--- src/rtl/armaria_seq_pkg.sv ---
`default_nettype none
// armaria_seq_pkg: phase/state encodings, instruction classes and the id-to-class decode
// used by phase_sequencer.  Rev 1.0
package armaria_seq_pkg;

  typedef enum logic [2:0] {
    ST_FETCH    = 3'd0,
    ST_DECODE   = 3'd1,
    ST_EXEC     = 3'd2,
    ST_MEM      = 3'd3,
    ST_IOWAIT   = 3'd4,
    ST_WB       = 3'd5,
    ST_HALT     = 3'd6,
    ST_STEPWAIT = 3'd7
  } seq_state_e;

  typedef enum logic [3:0] {
    CL_NOP      = 4'd0,
    CL_ALU      = 4'd1,
    CL_LOAD     = 4'd2,
    CL_STORE    = 4'd3,
    CL_OUT      = 4'd4,
    CL_IN       = 4'd5,
    CL_BRANCH_C = 4'd6,
    CL_JUMP     = 4'd7,
    CL_HALT     = 4'd8
  } instr_class_e;

  localparam logic [6:0] ID_ALU_A_LO  = 7'd1;
  localparam logic [6:0] ID_ALU_A_HI  = 7'd37;
  localparam logic [6:0] ID_BRC_A     = 7'd38;
  localparam logic [6:0] ID_LOAD_A    = 7'd39;
  localparam logic [6:0] ID_STORE_LO  = 7'd40;
  localparam logic [6:0] ID_STORE_HI  = 7'd42;
  localparam logic [6:0] ID_LOAD_LO   = 7'd43;
  localparam logic [6:0] ID_LOAD_HI   = 7'd47;
  localparam logic [6:0] ID_LS_ALT_LO = 7'd48;
  localparam logic [6:0] ID_LS_ALT_HI = 7'd55;
  localparam logic [6:0] ID_ALU_B_LO  = 7'd56;
  localparam logic [6:0] ID_ALU_B_HI  = 7'd66;
  localparam logic [6:0] ID_STORE_B   = 7'd67;
  localparam logic [6:0] ID_LOAD_B    = 7'd68;
  localparam logic [6:0] ID_OUT_LO    = 7'd69;
  localparam logic [6:0] ID_OUT_HI    = 7'd70;
  localparam logic [6:0] ID_IN        = 7'd71;
  localparam logic [6:0] ID_JUMP      = 7'd72;
  localparam logic [6:0] ID_BRC_B     = 7'd73;
  localparam logic [6:0] ID_NOP       = 7'd74;
  localparam logic [6:0] ID_HALT      = 7'd75;

  function automatic instr_class_e classify(input logic [6:0] id);
    instr_class_e c;
    c = CL_NOP;
    case (id) inside
      [ID_ALU_A_LO:ID_ALU_A_HI], [ID_ALU_B_LO:ID_ALU_B_HI]: c = CL_ALU;
      ID_LOAD_A, [ID_LOAD_LO:ID_LOAD_HI], ID_LOAD_B:        c = CL_LOAD;
      [ID_STORE_LO:ID_STORE_HI], ID_STORE_B:                c = CL_STORE;
      // 48..55 interleave: even ids store, odd ids load
      [ID_LS_ALT_LO:ID_LS_ALT_HI]:                          c = id[0] ? CL_LOAD : CL_STORE;
      [ID_OUT_LO:ID_OUT_HI]:                                c = CL_OUT;
      ID_IN:                                                c = CL_IN;
      ID_BRC_A, ID_BRC_B:                                   c = CL_BRANCH_C;
      ID_JUMP:                                              c = CL_JUMP;
      ID_HALT:                                              c = CL_HALT;
      ID_NOP:                                               c = CL_NOP;
      default:                                              c = CL_NOP;
    endcase
    return c;
  endfunction

endpackage
`default_nettype wire

--- src/rtl/phase_sequencer.sv ---
`default_nettype none
// phase_sequencer: multi-cycle FETCH/DECODE/EXEC/MEM/IOWAIT/WB sequencer gating the ARMAria
// datapath strobes. Define ARMARIA_SINGLE_STEP_EN for a step input and STEPWAIT state.  Rev 1.0
module phase_sequencer
  import armaria_seq_pkg::*;
#(
  parameter int MEM_LAT = 1,
  parameter int PHASE_W = 3
) (
  input  logic               clock,
  input  logic               reset,
  input  logic [6:0]         id,
  input  logic               take,
  input  logic               io_ack,
`ifdef ARMARIA_SINGLE_STEP_EN
  input  logic               step,
`endif
  output logic               ir_load,
  output logic               pc_write,
  output logic               pc_src,
  output logic               rb_write,
  output logic               mem_write,
  output logic               io_strobe,
  output logic               io_wait,
  output logic               halted,
  output logic [PHASE_W-1:0] phase
);

  localparam int               CNT_W = 4;
  localparam logic [CNT_W-1:0] LAST  = CNT_W'(MEM_LAT - 1);

  seq_state_e       state_q, state_d;
  instr_class_e     class_q, class_d;
  logic [CNT_W-1:0] cnt_q, cnt_d;
  logic ir_load_q, ir_load_d, pc_write_q, pc_write_d, rb_write_q, rb_write_d;
  logic mem_write_q, mem_write_d, io_strobe_q, io_strobe_d;
  logic io_wait_q, io_wait_d, halted_q, halted_d;
`ifdef ARMARIA_SINGLE_STEP_EN
  logic seen_low_q, seen_low_d;
`endif

  always_comb begin
    state_d = state_q;
    class_d = class_q;
    cnt_d   = cnt_q;
`ifdef ARMARIA_SINGLE_STEP_EN
    seen_low_d = seen_low_q;
`endif
    case (state_q)
      // FETCH exits only after the ir_load cycle has actually been issued, which also
      // covers MEM_LAT==1 straight out of reset (outputs are forced low there).
      ST_FETCH: begin
        if (ir_load_q) begin
          state_d = ST_DECODE;
          cnt_d   = '0;
        end else if (cnt_q != LAST) begin
          cnt_d = cnt_q + 4'd1;
        end
      end
      ST_DECODE: begin
        class_d = classify(id);
        state_d = ST_EXEC;
      end
      ST_EXEC: begin
        cnt_d = '0;
        case (class_q)
          CL_LOAD, CL_STORE: state_d = ST_MEM;
          CL_IN:             state_d = ST_IOWAIT;
          CL_HALT:           state_d = ST_HALT;
          default:           state_d = ST_WB;
        endcase
      end
      ST_MEM: begin
        if (cnt_q == LAST) begin
          state_d = ST_WB;
          cnt_d   = '0;
        end else begin
          cnt_d = cnt_q + 4'd1;
        end
      end
      ST_IOWAIT: begin
        if (io_ack) state_d = ST_WB;
      end
      ST_WB: begin
        cnt_d = '0;
`ifdef ARMARIA_SINGLE_STEP_EN
        state_d    = ST_STEPWAIT;
        seen_low_d = 1'b0;
`else
        state_d = ST_FETCH;
`endif
      end
      ST_HALT: state_d = ST_HALT;
`ifdef ARMARIA_SINGLE_STEP_EN
      ST_STEPWAIT: begin
        if (!step)           seen_low_d = 1'b1;
        else if (seen_low_q) state_d    = ST_FETCH;
      end
`endif
      default: begin
        state_d = ST_FETCH;
        cnt_d   = '0;
      end
    endcase

    // Moore strobes decoded from the next state so they register glitch-free
    ir_load_d   = (state_d == ST_FETCH) && (cnt_d == LAST);
    mem_write_d = (state_d == ST_MEM) && (class_d == CL_STORE);
    io_wait_d   = (state_d == ST_IOWAIT);
    pc_write_d  = (state_d == ST_WB);
    rb_write_d  = (state_d == ST_WB) && (class_d inside {CL_ALU, CL_LOAD, CL_IN});
    io_strobe_d = (state_d == ST_WB) && (class_d == CL_OUT);
    halted_d    = (state_d == ST_HALT);
  end

  always_ff @(posedge clock) begin
    if (!reset) begin
      state_q     <= ST_FETCH;
      class_q     <= CL_NOP;
      cnt_q       <= '0;
      ir_load_q   <= 1'b0;
      pc_write_q  <= 1'b0;
      rb_write_q  <= 1'b0;
      mem_write_q <= 1'b0;
      io_strobe_q <= 1'b0;
      io_wait_q   <= 1'b0;
      halted_q    <= 1'b0;
`ifdef ARMARIA_SINGLE_STEP_EN
      seen_low_q  <= 1'b0;
`endif
    end else begin
      state_q     <= state_d;
      class_q     <= class_d;
      cnt_q       <= cnt_d;
      ir_load_q   <= ir_load_d;
      pc_write_q  <= pc_write_d;
      rb_write_q  <= rb_write_d;
      mem_write_q <= mem_write_d;
      io_strobe_q <= io_strobe_d;
      io_wait_q   <= io_wait_d;
      halted_q    <= halted_d;
`ifdef ARMARIA_SINGLE_STEP_EN
      seen_low_q  <= seen_low_d;
`endif
    end
  end

  // pc_src is a mux select qualified by pc_write; take is the live flag result in WB
  assign pc_src    = (state_q == ST_WB) &&
                     ((class_q == CL_JUMP) || ((class_q == CL_BRANCH_C) && take));
  assign ir_load   = ir_load_q;
  assign pc_write  = pc_write_q;
  assign rb_write  = rb_write_q;
  assign mem_write = mem_write_q;
  assign io_strobe = io_strobe_q;
  assign io_wait   = io_wait_q;
  assign halted    = halted_q;
  assign phase     = PHASE_W'(state_q);

endmodule
`default_nettype wire

--- config.mk ---
export PLATFORM = sky130hd
export DESIGN_NAME = phase_sequencer
export DESIGN_NICKNAME = d
export VERILOG_FILES = /design/src/rtl/armaria_seq_pkg.sv /design/src/rtl/phase_sequencer.sv
export SDC_FILE = /design/constraint.sdc
export NUM_CORES = 1
export LEC_CHECK = 0
export ABC_AREA = 1
export CAP_MARGIN = 20
export CORE_UTILIZATION = 40
export DETAILED_ROUTE_END_ITERATION = 8
export PLACE_DENSITY_LB_ADDON = 0.15
export SLEW_MARGIN = 10
export SYNTH_ARGS = -nofsm -noshare
export SYNTH_HDL_FRONTEND = slang
export SYNTH_SLANG_ARGS = --single-unit
--- constraint.sdc ---
create_clock -name clock -period 1.7 [get_ports clock]
set_input_delay 0.255 -clock clock [delete_from_list [all_inputs] [get_ports clock]]
set_output_delay 0.255 -clock clock [all_outputs]
set_load 0.01 [all_outputs]
==> results of run 1 <==
==> worst paths after layout <==
check / end / cells past startpoint / slack [ps]
setup / recovery: rb_write$_SDFF_PN0_ / 10 / 60
hold / removal: cnt_q[0]$_SDFF_PN0_ / 3 / 610
setup reg to reg: rb_write$_SDFF_PN0_ / 10 / 60
hold reg to reg: cnt_q[0]$_SDFF_PN0_ / 3 / 650
==> power by group <==
part	internal (uW)	switching (uW)	total, uW
combinational	334	505	839
clock	82.2	124	207
sequential	481	59.9	541
==> layout make-up <==
| class | instances | area (um^2) |
|---|---|---|
| Clock buffer | 3 | 22.5 |
| Multi-Input combinational cell | 147 | 801 |
| Fill cell | 270 | 1130 |
| Sequential cell | 18 | 363 |
| Inverter | 34 | 129 |
| Tap cell | 31 | 38.8 |
| Timing Repair Buffer | 39 | 349 |
==> cells by family (layout without fill, tap and decap cells) <==
group / after synthesis / after routing / synth area share (%)
and+or+nand+nor: 124 / 124 / 45.4
AOI/OAI and AO/OA: 18 / 18 / 9.54
DFF: 18 / 18 / 29.5
xor gates and xnor gates: 2 / 2 / 1.44
buffers and inverters: 35 / 76 / 11.0
adders and majority gates: 3 / 3 / 3.08
==> worst reg2reg max path, stage by stage (launching register included) <==
cell and delay (ps):
dfxtp_2 350, inv_2 90, ha_2 210, nand3_4 130, o211ai_4 250, nand2_2 90
inv_2 70, nand3_2 100, nor2_2 120, nand2_1 70, nor2_1 90
==> timing repair <==
| item | 4_1_cts | 5_1_grt |
|---|---|---|
| setup endpoints to repair | 2 | 7 |
| pin swaps | 0 | 4 |
| gates resized for setup | 2 | 21 |
| setup buffers | 0 | 2 |
| hold endpoints to repair | 0 | 0 |
==> metrics by stage <==
stage | cells | setup WS, ps
floorplan | 200 | 197
global placement | 267 | -207
detailed placement | 267 | -252
CTS | 270 | 41.4
global route | 272 | -33.1
finish | 272 | 60.8
==> routing by layer <==
layer / wire length, um / up-vias
met4: 16 / 0
met2: 1630 / 53
met3: 170 / 2
met1: 1460 / 619
li1: - / 716
met5: 0 / -
==> placed cells by master, fill, tap and decap left out, drive strengths merged, types with 3 or more instances in the layout <==
master         Yosys  final
ha                 3      3
nand3             24     24
nand2             50     50
clkdlybuf4s50      0     18
nor2              42     42
inv               32     32
o21ai              7      7
clkbuf             0      3
nand4              3      3
a21oi              4      4
buf                1     18
dfxtp             18     18
nor3               5      5
==> impl_metrics.json, run 1 <==
{
  "postSynth.asyncResetShare_pct": 0,
  "synth_seq_area_share_pct": 29.5,
  "synth.net_count": 214,
  "insertion_delay_ps": 290,
  "ios": 22,
  "synth.most_common_cell": "nand2_1",
  "dp_hpwl_um": 2480,
  "die_w_um": 57.2,
  "end_kind": "flop",
  "relSlewSlack_pct": 79.3,
  "grtUsageMet2_pct": 37.8,
  "finalSetupViolCount": 0,
  "finalInstanceArea_um2": 1700,
  "drt_iter0_drc": 100,
  "place_area_um2": 1580,
  "wl_um": 3280,
  "hold_viol": 0,
  "cp_slowest_cell": "dfxtp_2",
  "hold_start": "reset",
  "worstPathArrival_ps": 1860,
  "gr-total-overflow": 0,
  "post-route-min-period_ps": 1640,
  "htreeDepth": 1,
  "via_count": 1390,
  "syn_inst": 200,
  "root_buffer": "clkbuf_4",
  "postSynthAreaPerCell_um2": 6.10,
  "cts_hold_buf": 0,
  "status": "finished, violations left",
  "cts_buffers": 3,
  "pwr_density_cell_nw_per_um2": 931,
  "period_share_pct": 96.4,
  "critPathTopFamily": "simple AND/OR/NAND/NOR gates",
  "gp_congestion": 0.982,
  "failed_checks": "design-rule violations",
  "cpMostUsedCell": "inv_2",
  "syn_to_final_growth_pct": 39.6,
  "drive_gt1_share_pct": 24.5,
  "busiest_layer": "met2",
  "clkSlewWorstSetupHoldPaths_ps": 100,
  "startpoint_type": "flop",
  "synth_area_um2": 1220,
  "grt_use_total_pct": 20.8,
  "max-cap-violations": 0,
  "yosys.area.top_type_share_pct": 29.5,
  "hold_class": "input port to flop",
  "synth_cell_type_count": 28,
  "hold-worst-slack_ps": 611,
  "final_util_pct": 60.2,
  "num-nets-final": 257,
  "grt_pass1_wl_um": 5350,
  "cts.path.max_buffers": 2,
  "initial_core_util_pct": 43.1,
  "clock_skew_ps": 9.84,
  "drc_errors": 2,
  "synthTopCellsByArea": "dfxtp_1, nand2_1, nor2_1, nand3_1, inv_1",
  "fmax_mhz": 610,
  "core_area_um2": 2830,
  "critPathBufInv": 2,
  "routed_via_density": 5.11,
  "synth_ff_type": "dfxtp_1",
  "ys_ff_latch": 18,
  "synth_top_area_cell": "dfxtp_1",
  "synth-edff-count": 0,
  "r2r_start": "cnt_q[0]$_SDFF_PN0_",
  "critPathRequiredTime_ps": 1920,
  "path_cells": "inv_2, ha_2, nand3_4, o211ai_4, nand2_2, inv_2, nand3_2, nor2_2, nand2_1, nor2_1",
  "use_met1_pct": 25.4,
  "yosys-top-cells-count": "nand2_1, nor2_1, inv_1",
  "final_antenna_net_count": 0,
  "first_global_vias": 1291,
  "timing.final.max_slew_violations": 0,
  "diodes": 0,
  "peakVddDrop_v": 0.000692,
  "cpPeakStageDelay_ps": 350,
  "grt_max_degree": 10,
  "dr.pass1.iters": 7,
  "die_area_um2": 3270,
  "antenna_found_initial": 0,
  "wl_per_cell_um": 12.0,
  "portBuffers": 21,
  "crit_fanout": 4,
  "leakagePower_uw": 0.000800,
  "yosys_warnings": 0,
  "tns_ps": 0,
  "critPathLaunch": "cnt_q[0]$_SDFF_PN0_",
  "critPathKind": "flop to flop",
  "cts_tree": "done",
  "rows": 19,
  "worst_pin_slew_ps": 308,
  "power_uw": 1590,
  "die_y_um": 57.2,
  "grt.met3_usage_pct": 2.72,
  "cts.sinks": 18
}
Note: power is estimated with default switching activity, not from simulation.
==> run 2: changes to the inputs <==
--- a/config.mk
+++ b/config.mk
@@ -6,11 +6,9 @@
 export NUM_CORES = 1
 export LEC_CHECK = 0
 export ABC_AREA = 1
-export CAP_MARGIN = 20
 export CORE_UTILIZATION = 40
 export DETAILED_ROUTE_END_ITERATION = 8
 export PLACE_DENSITY_LB_ADDON = 0.15
-export SLEW_MARGIN = 10
 export SYNTH_ARGS = -nofsm -noshare
 export SYNTH_HDL_FRONTEND = slang
 export SYNTH_SLANG_ARGS = --single-unit
==> results of run 2 <==
No change in the layout: final DEF, timing and power equal those of run 1.
